===== src/rtl/wdg_kick_sched.sv =====
// rtl/wdg_kick_sched.sv - task-supervised external watchdog kick scheduler
//
// Purpose: toggles the WDI pin of an external watchdog IC at a fixed rate, but
// only while every supervised task keeps checking in once per supervision
// window. A missed window (or a forced starve request) stops the kicking so the
// watchdog IC resets the board.
//
// Ports:
//   clk            system clock
//   rst_n          synchronous active-low reset
//   i_dog_en       1: supervise and kick, 0: idle (o_wdi held high)
//   i_task_mask    supervised-task mask, sampled at window end
//   i_task_alive   per-task heartbeat pulses (levels also accepted)
//   i_force_starve request to stop kicking immediately (honoured in RUN only)
//   o_wdi          WDI pin
//   o_state        0 IDLE, 1 STARTUP, 2 RUN, 3 STARVE
//   o_fault        sticky supervision failure / forced starvation flag
//   o_miss_tasks   tasks that missed the failing window
//   o_kick_cnt     saturating count of toggles since enable

module wdg_kick_sched #(
  parameter logic [24:0] HALF_PERIOD     = 25'd24900,
  parameter int          N_TASK          = 4,
  parameter int          WIN_TOGGLES     = 8,
  parameter int          STARTUP_TOGGLES = 64
) (
  input  logic              clk,
  input  logic              rst_n,
  input  logic              i_dog_en,
  input  logic [N_TASK-1:0] i_task_mask,
  input  logic [N_TASK-1:0] i_task_alive,
  input  logic              i_force_starve,
  output logic              o_wdi,
  output logic [1:0]        o_state,
  output logic              o_fault,
  output logic [N_TASK-1:0] o_miss_tasks,
  output logic [15:0]       o_kick_cnt
);

  typedef enum logic [1:0] {
    IDLE    = 2'd0,
    STARTUP = 2'd1,
    RUN     = 2'd2,
    STARVE  = 2'd3
  } state_t;

  // Toggle counter compares against "last" values so the final toggle of a
  // phase is recognised on the same edge that performs it.
  localparam logic [15:0] START_LAST = 16'(STARTUP_TOGGLES - 1);
  localparam logic [15:0] WIN_LAST   = 16'(WIN_TOGGLES - 1);

  state_t            state_q, state_d;
  logic [24:0]       cnt_q, cnt_d;
  logic [15:0]       tog_q, tog_d;
  logic [N_TASK-1:0] seen_q, seen_d;
  logic              wdi_q, wdi_d;
  logic              fault_q, fault_d;
  logic [N_TASK-1:0] miss_q, miss_d;
  logic [15:0]       kick_q, kick_d;

  logic              terminal;
  logic [24:0]       cnt_next;
  logic [15:0]       kick_inc;
  logic [N_TASK-1:0] hit;

  always_comb begin
    state_d  = state_q;
    cnt_d    = cnt_q;
    tog_d    = tog_q;
    seen_d   = seen_q;
    wdi_d    = wdi_q;
    fault_d  = fault_q;
    miss_d   = miss_q;
    kick_d   = kick_q;

    terminal = (cnt_q == HALF_PERIOD);
    cnt_next = terminal ? 25'd0 : cnt_q + 25'd1;
    kick_inc = (kick_q == 16'hFFFF) ? kick_q : kick_q + 16'd1;
    // A heartbeat on the window-end clock itself still counts for that window.
    hit      = seen_q | i_task_alive;

    if (!i_dog_en) begin
      state_d = IDLE;
    end else begin
      case (state_q)
        IDLE: begin
          state_d = STARTUP;
          cnt_d   = '0;
          tog_d   = '0;
          seen_d  = '0;
          wdi_d   = 1'b0;
          fault_d = 1'b0;
          miss_d  = '0;
          kick_d  = '0;
        end
        STARTUP: begin
          cnt_d = cnt_next;
          if (terminal) begin
            wdi_d  = ~wdi_q;
            kick_d = kick_inc;
            if (tog_q == START_LAST) begin
              state_d = RUN;
              tog_d   = '0;
              seen_d  = '0;
            end else begin
              tog_d = tog_q + 16'd1;
            end
          end
        end
        RUN: begin
          if (i_force_starve) begin
            // Overrides anything else this clock, including a passing window end.
            state_d = STARVE;
            fault_d = 1'b1;
            miss_d  = '0;
          end else begin
            cnt_d  = cnt_next;
            seen_d = hit;
            if (terminal) begin
              if (tog_q == WIN_LAST) begin
                if ((hit & i_task_mask) == i_task_mask) begin
                  wdi_d  = ~wdi_q;
                  kick_d = kick_inc;
                  tog_d  = '0;
                  seen_d = '0;
                end else begin
                  state_d = STARVE;
                  fault_d = 1'b1;
                  miss_d  = i_task_mask & ~hit;
                end
              end else begin
                wdi_d  = ~wdi_q;
                kick_d = kick_inc;
                tog_d  = tog_q + 16'd1;
              end
            end
          end
        end
        default: begin
          // STARVE: everything frozen until the enable drops.
        end
      endcase
    end
  end

  always_ff @(posedge clk) begin
    if (!rst_n) begin
      state_q <= IDLE;
      cnt_q   <= '0;
      tog_q   <= '0;
      seen_q  <= '0;
      wdi_q   <= 1'b0;
      fault_q <= 1'b0;
      miss_q  <= '0;
      kick_q  <= '0;
    end else begin
      state_q <= state_d;
      cnt_q   <= cnt_d;
      tog_q   <= tog_d;
      seen_q  <= seen_d;
      wdi_q   <= wdi_d;
      fault_q <= fault_d;
      miss_q  <= miss_d;
      kick_q  <= kick_d;
    end
  end

  // Only combinational output: the pin idles high whenever supervision is off.
  assign o_wdi        = (state_q == IDLE) | wdi_q;
  assign o_state      = state_q;
  assign o_fault      = fault_q;
  assign o_miss_tasks = miss_q;
  assign o_kick_cnt   = kick_q;

endmodule


===== config.mk =====
export PLATFORM = sky130hd
export DESIGN_NAME = wdg_kick_sched
export DESIGN_NICKNAME = d
export VERILOG_FILES = /design/src/rtl/wdg_kick_sched.sv
export SDC_FILE = /design/constraint.sdc
export NUM_CORES = 1
export LEC_CHECK = 0
export BUFFER_PORTS_ARGS = -buffer_cell sky130_fd_sc_hd__buf_2
export CAP_MARGIN = 20
export CORE_MARGIN = 2
export CORE_UTILIZATION = 64
export CTS_CLUSTER_DIAMETER = 80
export CTS_CLUSTER_SIZE = 25
export DETAILED_ROUTE_END_ITERATION = 8
export HOLD_SLACK_MARGIN = 0.1
export PLACE_DENSITY = 0.85
export SETUP_SLACK_MARGIN = 0.5
export SLEW_MARGIN = 0
export SYNTH_ARGS = -nofsm -noshare
export SYNTH_HDL_FRONTEND = slang
export SYNTH_SLANG_ARGS = --single-unit
export TNS_END_PERCENT = 10

===== constraint.sdc =====
create_clock -name clk -period 5.5 [get_ports clk]
set_clock_uncertainty 0.15 [all_clocks]
set_input_delay 0.825 -clock clk [delete_from_list [all_inputs] [get_ports clk]]
set_output_delay 0.825 -clock clk [all_outputs]
set_load 0.02 [all_outputs]

Word level (Yosys, flattened, before mapping)
Cells that the tools add are included.
{"block": "classes", "bitwise_logic": 6, "muxes": 47, "reduce_logical": 9, "n_eq_ne": 15, "add_sub_neg": 3}
{"operator": "16-bit two-way mux", "count": 12}
{"operator": "16-bit one-hot mux with 3 select lines", "count": 2}
{"operator": "25-bit one-hot mux with 3 select lines", "count": 1}
{"operator": "25-bit two-way mux", "count": 2}
{"operator": "4-bit two-way mux", "count": 10}
{"operator": "16-bit by 1-bit adder with 16-bit output (second input constant)", "count": 2}
{"operator": "25-bit by 1-bit adder with 25-bit output (second input constant)", "count": 1}
{"operator": "25-bit by 15-bit == test with 1-bit output (second input constant)", "count": 1}
{"operator": "16-bit == test (second input constant)", "count": 1}
{"operator": "16-bit by 3-bit == test with 1-bit output (second input constant)", "count": 1}
{"operator": "16-bit by 6-bit == test with 1-bit output (second input constant)", "count": 1}
{"operator": "2-bit two-way mux", "count": 6}
{"operator": "3-bit != test (second input constant)", "count": 4}
{"operator": "4-bit one-hot mux with 3 select lines", "count": 1}
{"operator": "6-bit AND reduction", "count": 2}
{"operator": "5-bit AND reduction", "count": 2}
{"operator": "1-bit two-way mux", "count": 9}
{"operator": "4-bit AND", "count": 2}
{"operator": "2-bit != test (second input constant)", "count": 4}
{"operator": "4-bit one-hot mux with 2 select lines", "count": 1}
{"operator": "2-bit one-hot mux with 3 select lines", "count": 1}
{"operator": "4-bit == test", "count": 1}
{"operator": "4-bit inverter", "count": 1}
{"operator": "4-bit OR", "count": 1}
{"operator": "other kinds (11)", "count": 11}
{"block": "totals", "register_bits": 69, "out_inout_bits": 24, "elab_cells": 88}

Depth between registers and ports, before layout
Gate-level depths: netlist of run 1.
{"block": "depth", "word_depth": 8, "mapped_depth": 10}

Worst setup path before layout of run 1
Ideal clock, no wire load.
{"block": "synth_timing", "path_kind": "in2reg", "start": "input port i_dog_en", "end": "register tog_q[13]", "path_stages": 8, "arrival_time_ns": 2.534, "path_buffers": 2, "path_slack_ns": 2.746, "required_time_ns": 5.280, "setup_ns": 0.070, "path_cell_list": "buf_4 -> nand2b_2 -> a21oi_2 -> nor3b_1 -> a21oi_2 -> buf_6 -> or4_1 -> a21oi_1"}
{"block": "synth_between", "elab_chain_len": 1}
{"element": "start, declared", "line": "29", "text": "input logic i_dog_en,"}
{"element": "6-bit AND reduction (no line)"}
{"element": "end signal, assigned", "line": "159", "text": "tog_q <= tog_d;"}
{"element": "end, declared", "line": "54", "text": "logic [15:0] tog_q, tog_d;"}
Every way passes these cells.
A chain may end at the register's enable or synchronous reset.

Worst setup path after layout of run 1
{"block": "layout_timing", "start": "register state_q[0] (netlist: o_state[0])", "end": "register tog_q[6]"}
{"block": "layout_between", "elab_chain_len": 3, "elab_cells_between_ends": 10}
{"element": "start, declared", "line": "52", "text": "state_t state_q, state_d;"}
{"element": "start signal, assigned", "line": "157", "text": "state_q <= state_d;"}
{"element": "2-bit == test, or another cell as far along", "line": "85", "text": "case (state_q)"}
{"element": "3-bit != test (no line), or another cell as far along"}
{"element": "6-bit AND reduction (no line)"}
Parallel ways exist; a longest one is shown, timed or not.

==> impl_metrics.toml, run 1 <==
[synthesis]
synthMuxAreaShare_pct = 1.05
synth_seq_cells = 69
synth_top_area_cell = "dfxtp_1"
synth-compound-area-share_pct = 19.0
ys.flop_type = "dfxtp_1"
synth_cells = 466
yosys.area.top_type_share_pct = 36.1
synth_edf_count = 0
async_flop_share_pct = 0
synth.cell_area_um2 = 3820
synth_top_family_by_area = "simple AND/OR/NAND/NOR gates"
synth_cell_types = 56
synthAdderAreaFrac_pct = 2.94
synthTopCellsByArea = "dfxtp_1 (36%), nand2_1 (4.3%), nor2_1 (4.2%)"
yosys.area_share.simple_pct = 31.9
syn_area_per_cell_um2 = 8.21
seq_area_frac_synth_pct = 36.1
yosysWarnings = 0
syn-num-nets = 487
synth-xor-area-share_pct = 4.58

[global_routing]
grt_pass1_vias = 3167
grt_pass1_wl_um = 14500
grt_max_degree = 36
antenna_found_initial = 0
track_usage_pct = 27.7
gr-total-overflow = 0

[cells_and_area]
drive_gt1_share_pct = 14.7
final_util_pct = 72.9
final_cell_mix = "dfxtp_1 (69), nand2_1 (44), nor2_1 (43)"
fin_nets = 513
n_antenna_cell = 0
fill_cells = 423
area_growth_pct = 11.4
final_cells = 572
final_area_um2 = 4260
layout_commonest_cell = "dfxtp_1"

[placement]
dp_cells = 555
placed_cell_area_um2 = 4000
dp_slack_ps = 2150
routabilityCongestion = 0.887
io_buffer_count = 35
place_hpwl_um = 5700

[outcome]
status = "completed"

[setup_path]
cp_max_fo = 26
critPathCaptureType = "flip-flop"
critPathRequiredTime_ps = 5590
critPathKind = "reg2reg"
critPathArrivalTime_ps = 3390
r2r_cells = 7
worstSetupStartpointType = "flip-flop"

[sta]
maxSlewViolCount = 0
layout_setup_ws_ps = 2210
finalSetupViolCount = 0
worst_slew_pin_slew_ps = 831
rsz0062_at_grt = "false"
fin_crit_sh_pct = 59.9
finalHoldViolations = 0
slew_headroom_pct = 44.6
fin_crit_ps = 3290
fin_tns_setup_ps = 0
fmax_mhz = 304

[cts]
post_cts_buffers = 0
cts_tree = "built"
cts_resized = 0
cts.clk_slew.worst_paths_ps = 80
cts_made_buffers = 9
cts.sink_count = 69
clk_latency_ps = 360
root_buffer = "clkbuf_8"
holdBufCountCts = 0
max-clock-path-buffers = 2
h-tree-depth = 3

[floorplanning]
start_util_pct = 65.4
core_um2 = 5850
chipWidth_um = 81.3
dieArea_um2 = 6610
io_pins = 36
row_count = 28
die_h_um = 81.3

[min_path]
min_path_type = "reg2reg"
hold_depth = 2

[detailed_routing]
remaining_drc_errors = 0
wire_per_inst_um = 15.4
ant_nets = 0
vias = 3632
wl_um = 8820
dr.pass1.iters = 5
avgViaCountPerCell = 6.35
drtIter0Drc = 388

[power]
irDropWorstVdd_v = 0.000223
power.leakage_nw = 1.51
cellPowerDensity_nw_per_um2 = 268

[flow_run]
drv_cap = 0
-- worst paths after layout --
path,from,end,slack (ps)
setup / recovery,o_state[0]$_SDFFE_PN0P_,tog_q[6]$_SDFFE_PN0P_,2210
hold / removal,seen_q[2]$_SDFFE_PN0P_,seen_q[2]$_SDFFE_PN0P_,330
setup reg to reg,o_state[0]$_SDFFE_PN0P_,tog_q[6]$_SDFFE_PN0P_,2210
hold reg to reg,seen_q[2]$_SDFFE_PN0P_,seen_q[2]$_SDFFE_PN0P_,330
-- cells in the mapped netlist, types with 8 or more instances --
master and number:
dfxtp_1 69, nand2_1 44, nor2_1 43, nand3_1 30, a21oi_1 27, nor3_1 22
o21ai_0 22, a32o_1 15, inv_1 15, clkbuf_1 14, nand4_1 14, nor3b_1 13
xnor2_1 12, and3_1 10, ha_1 9, xor2_1 8
-- worst max-delay path: stages (launching register included) --
cell and delay, ps:
dfxtp_1 430, inv_1 100, ha_1 390, a21oi_2 440
nor3b_1 370, a21o_1 700, o21ai_0 250, a32o_1 330
-- metal layers --
layer	GRT usage (%)	share of wire (%)	vias to the layer above	routed length [um]
li1	-	-	1776	-
met1	36.6	46	1725	4030
met2	45.2	47	118	4160
met3	5.11	5.6	13	497
met4	9.49	1.5	0	133
met5	0	0	-	0
-- flip-flops by register name (all words and copies together) (netlist names) --
register and count:
o_kick_cnt 16, o_state 2, tog_q 16, o_fault 1, cnt_q 25, wdi_q 1, o_miss_tasks 4, seen_q 4
-- through the flow --
| step | total power, mW | hold slack [ps] |
|---|---|---|
| after global routing | 1.17 | 349 |
| final | 1.14 | 328 |
| after floorplan | 0.617 | 288 |
| after global placement | 0.639 | 299 |
| after CTS | 1.14 | 332 |
| after detailed placement | 0.642 | 311 |
-- layout make-up --
type / instances / area, um^2 / share of cell area [%]
Sequential cell: 69 / 1380 / 32.4
Timing Repair Buffer: 38 / 218 / 5.11
Clock buffer: 10 / 128 / 2.99
Tap cell: 75 / 93.8 / 2.20
Inverter: 15 / 56.3 / 1.32
Multi-Input combinational cell: 359 / 2270 / 53.4
Clock inverter: 6 / 111 / 2.61
-- kinds of logic after synthesis --
kind of cell / count (synthesis)
mux: 4
xor+xnor: 20
fa+ha+maj: 9
flops: 69
buf+inv: 38
simple gates: 225
compound gates: 101
-- report_power, final --
part	switching [mW]	internal (mW)	leakage, nW	total [mW]
sequential	0.00603	0.505	0.556	0.511
clock	0.206	0.301	0.116	0.508
combinational	0.0829	0.0408	0.834	0.124
total	0.295	0.847	1.51	1.14
No activity file was read; power rests on OpenSTA's default activity.
==> run 2: changes to the inputs <==
Settings changed: CORE_UTILIZATION 64 to 59, PLACE_DENSITY 0.85 to 0.79.
Clock period 5.5 ns to 3.05 ns, I/O delays scaled along.
==> run 2 against run 1 <==
Effect of this change:
- register-to-register slack lost 1700 ps
- core utilization shrank 3.9 points
- critical endpoint is now o_kick_cnt[7]$_SDFFE_PN0P_
- setup slack lost 1700 ps
- flip-flop and latch count is the same
- worst hold slack lost 130 ps
- count of clock-buffer cells in the layout grew 3
- largest power group unchanged
- final area grew 2.2%
- combinational power grew 95%
- power grew 71%
==> impl_metrics.toml, run 2 (synthesis gave the netlist of run 1 again) <==
[outcome]
status = "completed"

[cells_and_area]
layout_commonest_cell = "dfxtp_1"
n_antenna_cell = 0
largest_register_ffs = 25
final_cells = 584
drive_gt1_share_pct = 17.9
area_growth_pct = 13.9
fin_nets = 523
final_cell_mix = "dfxtp_1 (68), nand2_1 (44), nor2_1 (42)"
regMostFlops = "cnt_q"

[setup_path]
slowest_delay_ps = 450
path_cells = "ha_1 > nand4_1 > nor4_2 > buf_4 > nand3_1 > and2_1 > and2_2 > a32o_1"
critPathCaptureType = "flip-flop"
cp_top_family = "simple AND/OR/NAND/NOR gates"
slowest_stage = "dfxtp_1"
worstSetupStartpointType = "flip-flop"
cp_max_fo = 7
r2r_cells = 8
endpoint = "o_kick_cnt[7]$_SDFFE_PN0P_"
critPathBufInv = 1
cp_num_cells = 8
critPathKind = "reg2reg"
worstSetupStartpoint = "o_kick_cnt[0]$_SDFFE_PN0P_"
rrSetupSlack_ps = 550
critPathRequiredTime_ps = 3140
worstReg2RegStart = "o_kick_cnt[0]$_SDFFE_PN0P_"
critPathArrivalTime_ps = 2590
reg2reg_to = "o_kick_cnt[7]$_SDFFE_PN0P_"

[global_routing]
track_usage_pct = 25.4
antenna_found_initial = 0
grt_pass1_wl_um = 14900
grt_max_degree = 31
grt_pass1_vias = 3293
gr-total-overflow = 0

[power]
cellPowerDensity_nw_per_um2 = 448
irDropWorstVdd_v = 0.000442
power.leakage_nw = 1.52

[flow_run]
drv_cap = 0

[cts]
cts_tree = "built"
h-tree-depth = 3
max-clock-path-buffers = 2
clk_latency_ps = 350
cts.clk_slew.worst_paths_ps = 80
cts_made_buffers = 9
holdBufCountCts = 0
cts.sink_count = 69
root_buffer = "clkbuf_8"

[detailed_routing]
ant_nets = 0
drtIter0Drc = 283
remaining_drc_errors = 0
wl_um = 9210
wire_per_inst_um = 15.8
avgViaCountPerCell = 6.32
vias = 3692
dr.pass1.iters = 5

[placement]
io_buffer_count = 35
dp_cells = 565
routabilityCongestion = 0.809
place_hpwl_um = 6140

[sta]
finalHoldViolations = 0
finalSetupViolCount = 0
rsz0062_at_grt = "true"
fmax_mhz = 400
slew_headroom_pct = 53.1
fin_crit_ps = 2500
worst_slew_pin_slew_ps = 697
fin_crit_sh_pct = 82.0
maxSlewViolCount = 0
fin_tns_setup_ps = 0

[floorplanning]
io_pins = 36
row_count = 29
die_h_um = 84.5
start_util_pct = 60.6
chipWidth_um = 84.5
core_um2 = 6310
dieArea_um2 = 7140

[min_path]
min_path_type = "in2reg"
-- run 2: changes by cell type in the layout (fill, tap and decap cells not counted), sizes merged --
cell,change
clkinv,-1
bufinv,-2
clkbuf,+3
buf,+10
-- run 2: power by group --
| part | switching, mW | internal, mW |
|---|---|---|
| Sequential | 0.0109 | 0.911 |
| Combinational | 0.159 | 0.0833 |
| Clock | 0.343 | 0.444 |
| Total | 0.513 | 1.44 |
-- run 2: through the flow --
step	worst slack (ps)	total power, mW	utilization (%)	area [um^2]	hold slack (ps)
finish	549	1.95	69.0	4360	195
global route	312	2.02	69.0	4360	206
CTS	439	1.96	68.2	4310	193
detailed placement	317	1.17	64.4	4070	306
global placement	362	1.17	64.4	4070	299
floorplan	572	1.11	-	3830	288
-- run 2: area by class of cell --
| cell class | instances | area [um^2] |
|---|---|---|
| multi-input combinational | 359 | 2330 |
| tap | 77 | 96.3 |
| sequential | 69 | 1380 |
| timing repair buffer | 48 | 277 |
| fill | 511 | 1960 |
| inverter | 15 | 56.3 |
| clock inverter | 3 | 42.5 |
| clock buffer | 13 | 169 |
-- run 2: worst register-to-register path: stages, from the launching register on --
cell and delay [ps]:
dfxtp_1 450, ha_1 270, nand4_1 190, nor4_2 300
buf_4 170, nand3_1 130, and2_1 240, and2_2 260
a32o_1 240
-- run 2: worst min path at each step --
stage                                 startpoint                      to  slack [ps]  cells after the start
after floorplan           seen_q[0]$_SDFFE_PN0P_  seen_q[0]$_SDFFE_PN0P_         290                      2
after detailed placement  seen_q[3]$_SDFFE_PN0P_  seen_q[3]$_SDFFE_PN0P_         310                      2
after global routing             i_task_alive[3]  seen_q[3]$_SDFFE_PN0P_         210                      3
after CTS                        i_task_alive[3]  seen_q[3]$_SDFFE_PN0P_         190                      3
after global placement    seen_q[3]$_SDFFE_PN0P_  seen_q[3]$_SDFFE_PN0P_         300                      2
final                            i_task_alive[3]  seen_q[3]$_SDFFE_PN0P_         200                      3
-- run 2: what timing repair did --
action,4_1_cts,5_1_grt
endpoints found under the setup margin,26,63
setup buffers,1,2
pin swaps,2,3
cloned,0,0
gates resized for setup,5,5
-- run 2: routing by layer --
metal | wire length (um) | global-route usage [%] | up-vias
met5 | 0 | 0 | -
met3 | 433 | 4.03 | 17
met4 | 167 | 10.8 | 0
li1 | - | - | 1794
met2 | 4340 | 40.2 | 120
met1 | 4270 | 34.5 | 1761
